`config.mk`:
```
export PLATFORM = sky130hd
export DESIGN_NAME = cordic_rotate_iter
export DESIGN_NICKNAME = d
export VERILOG_FILES = /design/src/rtl/cordic_pkg.sv /design/src/rtl/cordic_atan_rom.sv /design/src/rtl/cordic_rotate_iter.sv
export SDC_FILE = /design/constraint.sdc
export NUM_CORES = 1
export LEC_CHECK = 0
export ABC_AREA = 1
export ABC_CLOCK_PERIOD_IN_PS = 7550
export BUFFER_PORTS_ARGS = -buffer_cell sky130_fd_sc_hd__buf_4
export CORE_UTILIZATION = 50
export DETAILED_ROUTE_END_ITERATION = 10
export PLACE_DENSITY = 0.65
export SYNTH_ARGS = -nofsm -noshare
export SYNTH_HDL_FRONTEND = slang
export SYNTH_SLANG_ARGS = --single-unit
```
`constraint.sdc`:
```
create_clock -name clk -period 7.55 [get_ports clk]
set_input_delay 0 -clock clk [delete_from_list [all_inputs] [get_ports clk]]
set_output_delay 0 -clock clk [all_outputs]
set_load 0.03 [all_outputs]
```
`src/rtl/cordic_pkg.sv`:
```
// Shared constants and types for the CORDIC engines: Q3.16 angle constants,
// the micro-rotation arctangent table and the iterative engine state type.
package cordic_pkg;

  localparam int PI   = 205887;
  localparam int PI_2 = 102944;
  localparam int X0   = 39797;   // 1/gain of the 16-step rotation sequence

  localparam int ATAN_TAB [0:15] = '{
    51472, 30386, 16055, 8150, 4091, 2047, 1024, 512,
    256,   128,   64,    32,   16,   8,    4,    2
  };

  typedef enum logic [1:0] {
    IDLE = 2'd0,
    RUN  = 2'd1,
    DONE = 2'd2
  } state_t;

endpackage

```
`src/rtl/cordic_atan_rom.sv`:
```
// Combinational arctangent lookup, atan(2^-i) in Q3.16.
// Sized for any datapath width so the arcsine pipeline can reuse it.
module cordic_atan_rom
  import cordic_pkg::*;
#(
  parameter int W = 20
) (
  input  logic [3:0]   i_idx,
  output logic [W-1:0] o_atan
);

  always_comb begin
    o_atan = W'(ATAN_TAB[i_idx]);
  end

endmodule

```
`src/rtl/cordic_rotate_iter.sv`:
```
// Iterative rotation-mode CORDIC: drives the residual angle toward zero and
// returns cos/sin of the accepted angle through a valid/ready handshake.
//
// state | meaning
// IDLE  | waiting for an angle, in_ready high
// RUN   | one micro-rotation per cycle, then register the result
// DONE  | result held with out_valid high until out_ready
module cordic_rotate_iter
  import cordic_pkg::*;
#(
  parameter int N = 16,
  parameter int W = 20
) (
  input  logic         clk,
  input  logic         reset,
  input  logic         in_valid,
  output logic         in_ready,
  input  logic [W-1:0] z_in,
  output logic         out_valid,
  input  logic         out_ready,
  output logic [W-1:0] cos_out,
  output logic [W-1:0] sin_out,
  output logic [W-1:0] z_res,
  output logic         range_err
);

  localparam logic signed [W-1:0] C_PI   = W'(PI);
  localparam logic signed [W-1:0] C_PI_2 = W'(PI_2);
  localparam logic signed [W-1:0] C_X0   = W'(X0);
  localparam logic [4:0]          C_LAST = 5'(N);

  state_t r_state;
  state_t w_next;

  logic                r_in_ready;
  logic                r_out_valid;
  logic [4:0]          r_iter;
  logic signed [W-1:0] r_x;
  logic signed [W-1:0] r_y;
  logic signed [W-1:0] r_z;
  logic                r_neg;
  logic                r_rerr;
  logic [W-1:0]        r_cos;
  logic [W-1:0]        r_sin;
  logic [W-1:0]        r_zres;
  logic                r_range_err;

  logic signed [W-1:0] w_zin;
  logic signed [W-1:0] w_z_fold;
  logic                w_fold_neg;
  logic                w_rerr;
  logic                w_accept;
  logic                w_last;
  logic [W-1:0]        w_atan;
  logic                w_d_pos;
  logic signed [W-1:0] w_x_sh;
  logic signed [W-1:0] w_y_sh;
  logic signed [W-1:0] w_x_nx;
  logic signed [W-1:0] w_y_nx;
  logic signed [W-1:0] w_z_nx;

  assign w_zin    = $signed(z_in);
  assign w_accept = (r_state == IDLE) && in_valid && r_in_ready;
  assign w_last   = (r_iter == C_LAST);

  // Fold outer quadrants by pi; the sign flip is restored at the output.
  always_comb begin
    w_z_fold   = w_zin;
    w_fold_neg = 1'b0;
    if (w_zin > C_PI_2) begin
      w_z_fold   = w_zin - C_PI;
      w_fold_neg = 1'b1;
    end else if (w_zin < -C_PI_2) begin
      w_z_fold   = w_zin + C_PI;
      w_fold_neg = 1'b1;
    end
    w_rerr = (w_zin > C_PI) || (w_zin < -C_PI);
  end

  cordic_atan_rom #(.W(W)) u_atan_rom (
    .i_idx  (r_iter[3:0]),
    .o_atan (w_atan)
  );

  always_comb begin
    w_d_pos = ~r_z[W-1];
    w_x_sh  = r_x >>> r_iter[3:0];
    w_y_sh  = r_y >>> r_iter[3:0];
    if (w_d_pos) begin
      w_x_nx = r_x - w_y_sh;
      w_y_nx = r_y + w_x_sh;
      w_z_nx = r_z - $signed(w_atan);
    end else begin
      w_x_nx = r_x + w_y_sh;
      w_y_nx = r_y - w_x_sh;
      w_z_nx = r_z + $signed(w_atan);
    end
  end

  always_comb begin
    w_next = r_state;
    case (r_state)
      IDLE:    if (w_accept) w_next = RUN;
      RUN:     if (w_last) w_next = DONE;
      DONE:    if (out_ready) w_next = IDLE;
      default: w_next = IDLE;
    endcase
  end

  always_ff @(posedge clk) begin
    if (!reset) begin
      r_state     <= IDLE;
      r_in_ready  <= 1'b0;
      r_out_valid <= 1'b0;
    end else begin
      r_state     <= w_next;
      r_in_ready  <= (w_next == IDLE);
      r_out_valid <= (w_next == DONE);
    end
  end

  always_ff @(posedge clk) begin
    if (!reset) begin
      r_iter      <= '0;
      r_x         <= '0;
      r_y         <= '0;
      r_z         <= '0;
      r_neg       <= 1'b0;
      r_rerr      <= 1'b0;
      r_cos       <= '0;
      r_sin       <= '0;
      r_zres      <= '0;
      r_range_err <= 1'b0;
    end else begin
      case (r_state)
        IDLE: begin
          if (w_accept) begin
            r_iter <= '0;
            r_x    <= C_X0;
            r_y    <= '0;
            r_z    <= w_z_fold;
            r_neg  <= w_fold_neg;
            r_rerr <= w_rerr;
          end
        end
        RUN: begin
          // Extra cycle after the last rotation registers the unfolded result.
          if (w_last) begin
            r_cos       <= r_neg ? -r_x : r_x;
            r_sin       <= r_neg ? -r_y : r_y;
            r_zres      <= r_z;
            r_range_err <= r_rerr;
            r_iter      <= '0;
          end else begin
            r_x    <= w_x_nx;
            r_y    <= w_y_nx;
            r_z    <= w_z_nx;
            r_iter <= r_iter + 5'd1;
          end
        end
        default: ;
      endcase
    end
  end

  assign in_ready  = r_in_ready;
  assign out_valid = r_out_valid;
  assign cos_out   = r_cos;
  assign sin_out   = r_sin;
  assign z_res     = r_zres;
  assign range_err = r_range_err;

endmodule

```
After elaboration in Yosys (flattened, before gate mapping)
Memory sizes are Yosys's and may differ from the RTL's. Cells that the tools add are included.

Register bits after elaboration: 132. Latch bits: 0. Bits in writable memories: 0. Bits in read-only memories: 512. Input bits: 24. Output and inout bits: 63. Logic and storage cells: 76. Memories: 1.

Memory list: (no name shown) (words 16, width 32, read ports 1, clocked after memory_dff 0, wr ports 0, line cordic_atan_rom.sv:13) `o_atan = W'(ATAN_TAB[i_idx]);`.

Add/sub/neg operators: 11. $mul: 0. Div/mod/pow operators: 0. Order comparisons: 5. Equal/unequal tests: 6. Shift operators: 2. Multiplexer cells: 27. Bitwise operators: 1. Reduce and logical (&&, ||, !) cells: 10.

Operators with widths (count): $mux W20 (15); $pmux W20 S2 (3); $add A20 B20 Y20 (3); $sub A20 B20 Y20 (3); $neg A20 Y20 (2); $sshr A20 B4 Y20 (2); $add A20 B19 Y20 const B (1); $gt A20 B18 Y1 const B (1); $gt A20 B19 Y1 const B (1); $lt A20 B18 Y1 const B (1); $lt A20 B19 Y1 const B (1); $sub A20 B19 Y20 const B (1); $mux W5 (2); $pmux W5 S2 (1); $mux W2 (3); $pmux W2 S3 (1); $reduce_and A2 Y1 (3); $add A5 B1 Y5 const B (1); $eq A5 B5 Y1 const B (1); $ge A5 B5 Y1 const B (1); $not A4 Y5 (1); $eq A2 B2 Y1 const B (2); $logic_not A2 Y1 (2); $ne A2 B2 Y1 const B (2); other kinds (6) (8).

Logic depth before layout (Yosys ltp)
Word-level depth: 8. Gate-level depth with buffers: 29. Mapped depth without buffers: 28.

Hierarchy
From an unflattened synthesis, not the netlist that was laid out.

Cell total of the unflattened synthesis: 2202. Area total of the unflattened synthesis: 13023.7 um^2.

Modules (own cells, without submodules): cordic_rotate_iter (instances 1, cells an instance 2139, area each 12644.6 um^2, seq. area each 2642.5 um^2); cordic_atan_rom (instances 1, cells an instance 63, area each 379.1 um^2, seq. area each 0.0 um^2).

Least setup slack after synthesis
No wires, ideal clock.

Path type: reg2reg. Start: reg r_iter[1]. End: reg r_z[17]. Library setup time: 0.109 ns. Arrival: 3.405 ns. Required time: 7.441 ns. Path slack: 4.036 ns. Stages on the path, launching flop included: 28. Buffers on the path: 2. Period minus slack after synthesis: 3.514 ns. Path through: dfxtp_1 buf_4 inv_4 buf_4 ha_1 a21oi_1 nand2_1 nand2_1 inv_1 ha_1 inv_1 nor2_1 nand2_1 nor3_2 nand3_1 nor2_1 nor2_1 xnor2_1 ha_1 nand2_1 nor4_1 nand4_1 nand3_1 a21oi_1 o21ai_0 nand3_1 nand2_1 inv_1.

Longest elaborated chain between the ends: 8. Elaborated cells on any way between the ends: 12. Classes of those cells: 2 x add/sub; 2 x eq/ne; 5 x mux; 1 x bitwise; 1 x reduce/logical; 1 x memory.

Ends and longest elaborated chain: start: declaration (line cordic_rotate_iter.sv:37) `logic [4:0] r_iter;`; start signal: assignment (line cordic_rotate_iter.sv:158) `r_iter <= r_iter + 5'd1;`; $not A4 Y5 (implied by the code) (line cordic_atan_rom.sv:13); $mem_v2 Z16 W32; $mux W20 (implied by the code) (2 in series) (line cordic_atan_rom.sv:13); $sub A20 B20 Y20 or $add A20 B20 Y20 (tied branches) (line cordic_rotate_iter.sv:92, cordic_rotate_iter.sv:96); $mux W20 (line cordic_rotate_iter.sv:89) `if (w_d_pos) begin`; $mux W20 (line cordic_rotate_iter.sv:148) `if (w_last) begin`; $pmux W20 S2 (line cordic_rotate_iter.sv:135) `case (r_state)`; end signal: assignment (line cordic_rotate_iter.sv:141) `r_z <= w_z_fold;`; end signal: assignment (line cordic_rotate_iter.sv:157) `r_z <= w_z_nx;`; end: declaration (line cordic_rotate_iter.sv:40) `logic signed [W-1:0] r_z;`.

Several ways; a longest one is shown, not always the timed one. The select of a mux whose other input is x is not followed. A chain may end at the register's enable or synchronous reset.

Worst setup path after layout
Start: reg r_iter[0]. End: reg r_z[18].

Same word-level chain as after synthesis.

==> out/qor.csv <==
metric,value,unit
cp-end-kind,flop,
grt_use_met3,3.754,%
max_cap_viol_count,0,
rsz0062_at_grt,false,
post_cts_buffers,0,
dr.pass1.iters,6,
grt_pass1_wl,72.81,mm
ant_nets,0,
remaining_drc_errors,0,
dp_hpwl,35.60,mm
crit_fanout,43,
synthAdderAreaFrac,7.680,%
syn_avg_cell_area,5.951,sq um
drt-initial-drc-count,1492,
ir_drop,138.7,uV
htreeDepth,4,
p_sw,1.773,mW
wl,46.90,mm
numCtsBuffers,17,
synth-compound-area-share,21.55,%
clkSinkCount,132,
pwr-share-seq,23.5,%
n_antenna_cell,0,
syn_inst,2157,
worst_clock_skew,0.02239,ns
clockBufferDepth,2,
yosys_warnings,0,
nets,2292,
fin_crit_sh,61.06,%
vias,14729,
relSlewSlack,32.16,%
initial_utilization,50.98,%
yosysSeqAreaShare,20.58,%
cts_tree,done,
mostFrequentLayoutCells,"491 x nand2_1, 239 x nor2_1, 231 x inv_1",
die_w,162.2,um
placed_cell_area,13550,sq um
yosysUniqueCellTypes,48,
hold_start,z_in[8],
synth_top_area_cell,dfxtp_1,
grt_use_met2,63.27,%
critPathKind,flop to flop,
switching_share,49.16,%
io_buffers,86,
rows,58,
status,"finished, final reports clean",
vias_per_cell,5.813,
clockPowerShare,24.0,%
syn_nets,2258,
final_hold_viol_count,0,
final_common_cell,nand2_1,
combinationalPowerShare,52.5,%
synth_ff_type,dfxtp_1,
seqCellArea,2643,sq um
layout-drive-gt1-share,7.940,%
synth_edf_count,0,
grt_use_met1,41.53,%
synthArstFlopShare,0,%
dieHeight,162.2,um
nFillCells,2634,
core,25180,sq um
fin_tns_setup,0,ns
ios,87,
synthXorXnorAreaFrac,5.322,%
ctsHoldBuffers,6,
r2r-end,r_z[18],
hold-path-endpoint,r_z[8],
dieArea,26320,sq um
powerDensity,254.1,nW/um^2
critPathRequiredTime,7.89,ns
setup-violations-final,0,
arrival,4.95,ns
rrSetupSlack,2.94,ns
grt_pass1_vias,13513,
max_freq,0.2169,GHz
holdPathStages,4,
p_leak,7.194,nW
cts_root_buf,clkbuf_16,
critPathLaunchType,flop,
yosys-top-cells-area,"dfxtp_1 21%, nand2_1 14%, nand3_1 8.5%, o21ai_0 7.8%, ha_1 7.2%",
gr-max-usage-layer,met2,
wl_per_cell,18.51,um
r2r-start,r_iter[0],
gp_congestion,1.006,
min_period,4.610,ns
drv_slew,0,
muxShareOfSynthArea,0,%
area_delta_synth_final,10.59,%
ys_ff_latch,132,
worstRegToRegCells,25,
multiInputGateArea,8851,sq um
clock_latency,0.44,ns
clkSlewWorstSetupHoldPaths,0.07,ns
yosys.area_share.simple,34.34,%
netlist_area,12840,sq um
synth_top_family_by_area,simple AND/OR/NAND/NOR gates,
grt_max_degree,88,
overflow,0,
antenna_found_initial,0,
grt.total_usage,35.48,%
cts.repair.resized,0,
worst_hold_path_type,input port to flop,
netlist.area_leader.share,20.58,%
p_int,1.834,mW
tightest_slew,1.016,ns
finalInstanceArea,14200,sq um
==> per-stage QoR <==
step           cells  power [mW]  worst slack, ns  utilization (%)  hold slack [ns]
2_1_floorplan   2157       2.233            4.036                -           0.1725
3_3_place_gp    2496       2.710            2.995            53.81           0.2797
3_5_place_dp    2496       2.706            3.046            53.81           0.3071
4_1_cts         2534       3.579            3.014            56.38         0.003540
5_1_grt         2534       3.877            2.568            56.38          0.03700
6_report        2534       3.607            2.940            56.38         0.002477
==> logic make-up (layout without fill, tap and decap cells) <==
logic type                 after synthesis  after routing
AOI/OAI and AO/OA                      500            500
DFF                                    132            132
adders and majority gates               77             77
buffers and inverters                  331            378
xor gates and xnor gates                78             78
and+or+nand+nor                       1039           1039
==> flip-flops by register name, summed over array words and instances, names as in the netlist, 2 cells and up <==
signal	flops
r_iter	5
r_state	2
z_res	20
r_y	20
r_x	20
sin_out	20
r_z	20
cos_out	20
==> power by group through the flow <==
| stage | Clock (mW) | Sequential [mW] | Combinational (mW) |
|---|---|---|---|
| 2_1_floorplan | 0 | 0.801 | 1.43 |
| 3_3_place_gp | 0 | 0.860 | 1.85 |
| 3_5_place_dp | 0 | 0.858 | 1.85 |
| 4_1_cts | 0.870 | 0.843 | 1.87 |
| 5_1_grt | 0.899 | 0.848 | 2.13 |
| 6_report | 0.865 | 0.848 | 1.89 |
==> cell usage after synthesis, drive strengths merged (17+ instances only) <==
master / instances
nand2: 497
o211ai: 18
o21ai: 218
a21oi: 183
buf: 46
ha: 74
clkbuf: 42
inv: 242
nand3: 222
xor2: 61
xnor2: 17
o22ai: 20
nor2: 251
nor3: 28
nand4: 19
dfxtp: 132
==> cell type report <==
cell class,instances,share of cell area [%]
repair buffers,103,5.552
multi-input cells,1694,62.34
inverters,243,6.442
flip-flops and latches,132,18.61
well taps,330,2.908
clock buffers,17,2.996
clock inverters,15,1.146
==> worst max-delay path: stages, from the launching register on <==
cell     delay, ns
dfxtp_1       0.32
inv_2         0.54
ha_1          0.25
inv_1         0.07
a21oi_1       0.42
inv_1         0.12
ha_1          0.20
inv_1         0.08
nor2_1        0.05
nand2_1       0.11
nor3_2        0.05
nand3_1       0.11
nor2_1        0.06
nor2_1        0.30
xnor2_1       0.21
ha_1          0.39
nand2_1       0.11
nor3_1        0.21
and2_1        0.20
nand4_1       0.09
nand3_1       0.14
a21oi_1       0.08
o21ai_0       0.14
nand3_1       0.11
nand2_1       0.11
inv_1         0.04
==> routing by layer <==
metal | up-vias | part of all wire [%]
met4 | 0 | 5.1
met3 | 116 | 5.0
met1 | 6800 | 41
met5 | - | 0
met2 | 523 | 49
li1 | 7290 | -
==> how the worst max path moves through the flow <==
stage | start | endpoint | slack, ns | cells after the start
after floorplan | r_iter[1] | r_z[17] | 4.04 | 27
after global routing | r_iter[1] | r_z[17] | 2.57 | 26
after detailed placement | r_iter[0] | r_z[18] | 3.05 | 25
final | r_iter[0] | r_z[18] | 2.94 | 25
after global placement | r_iter[0] | r_z[18] | 3.00 | 25
after CTS | r_iter[0] | r_z[18] | 3.01 | 25
Note: power is estimated with default switching activity, not from simulation.
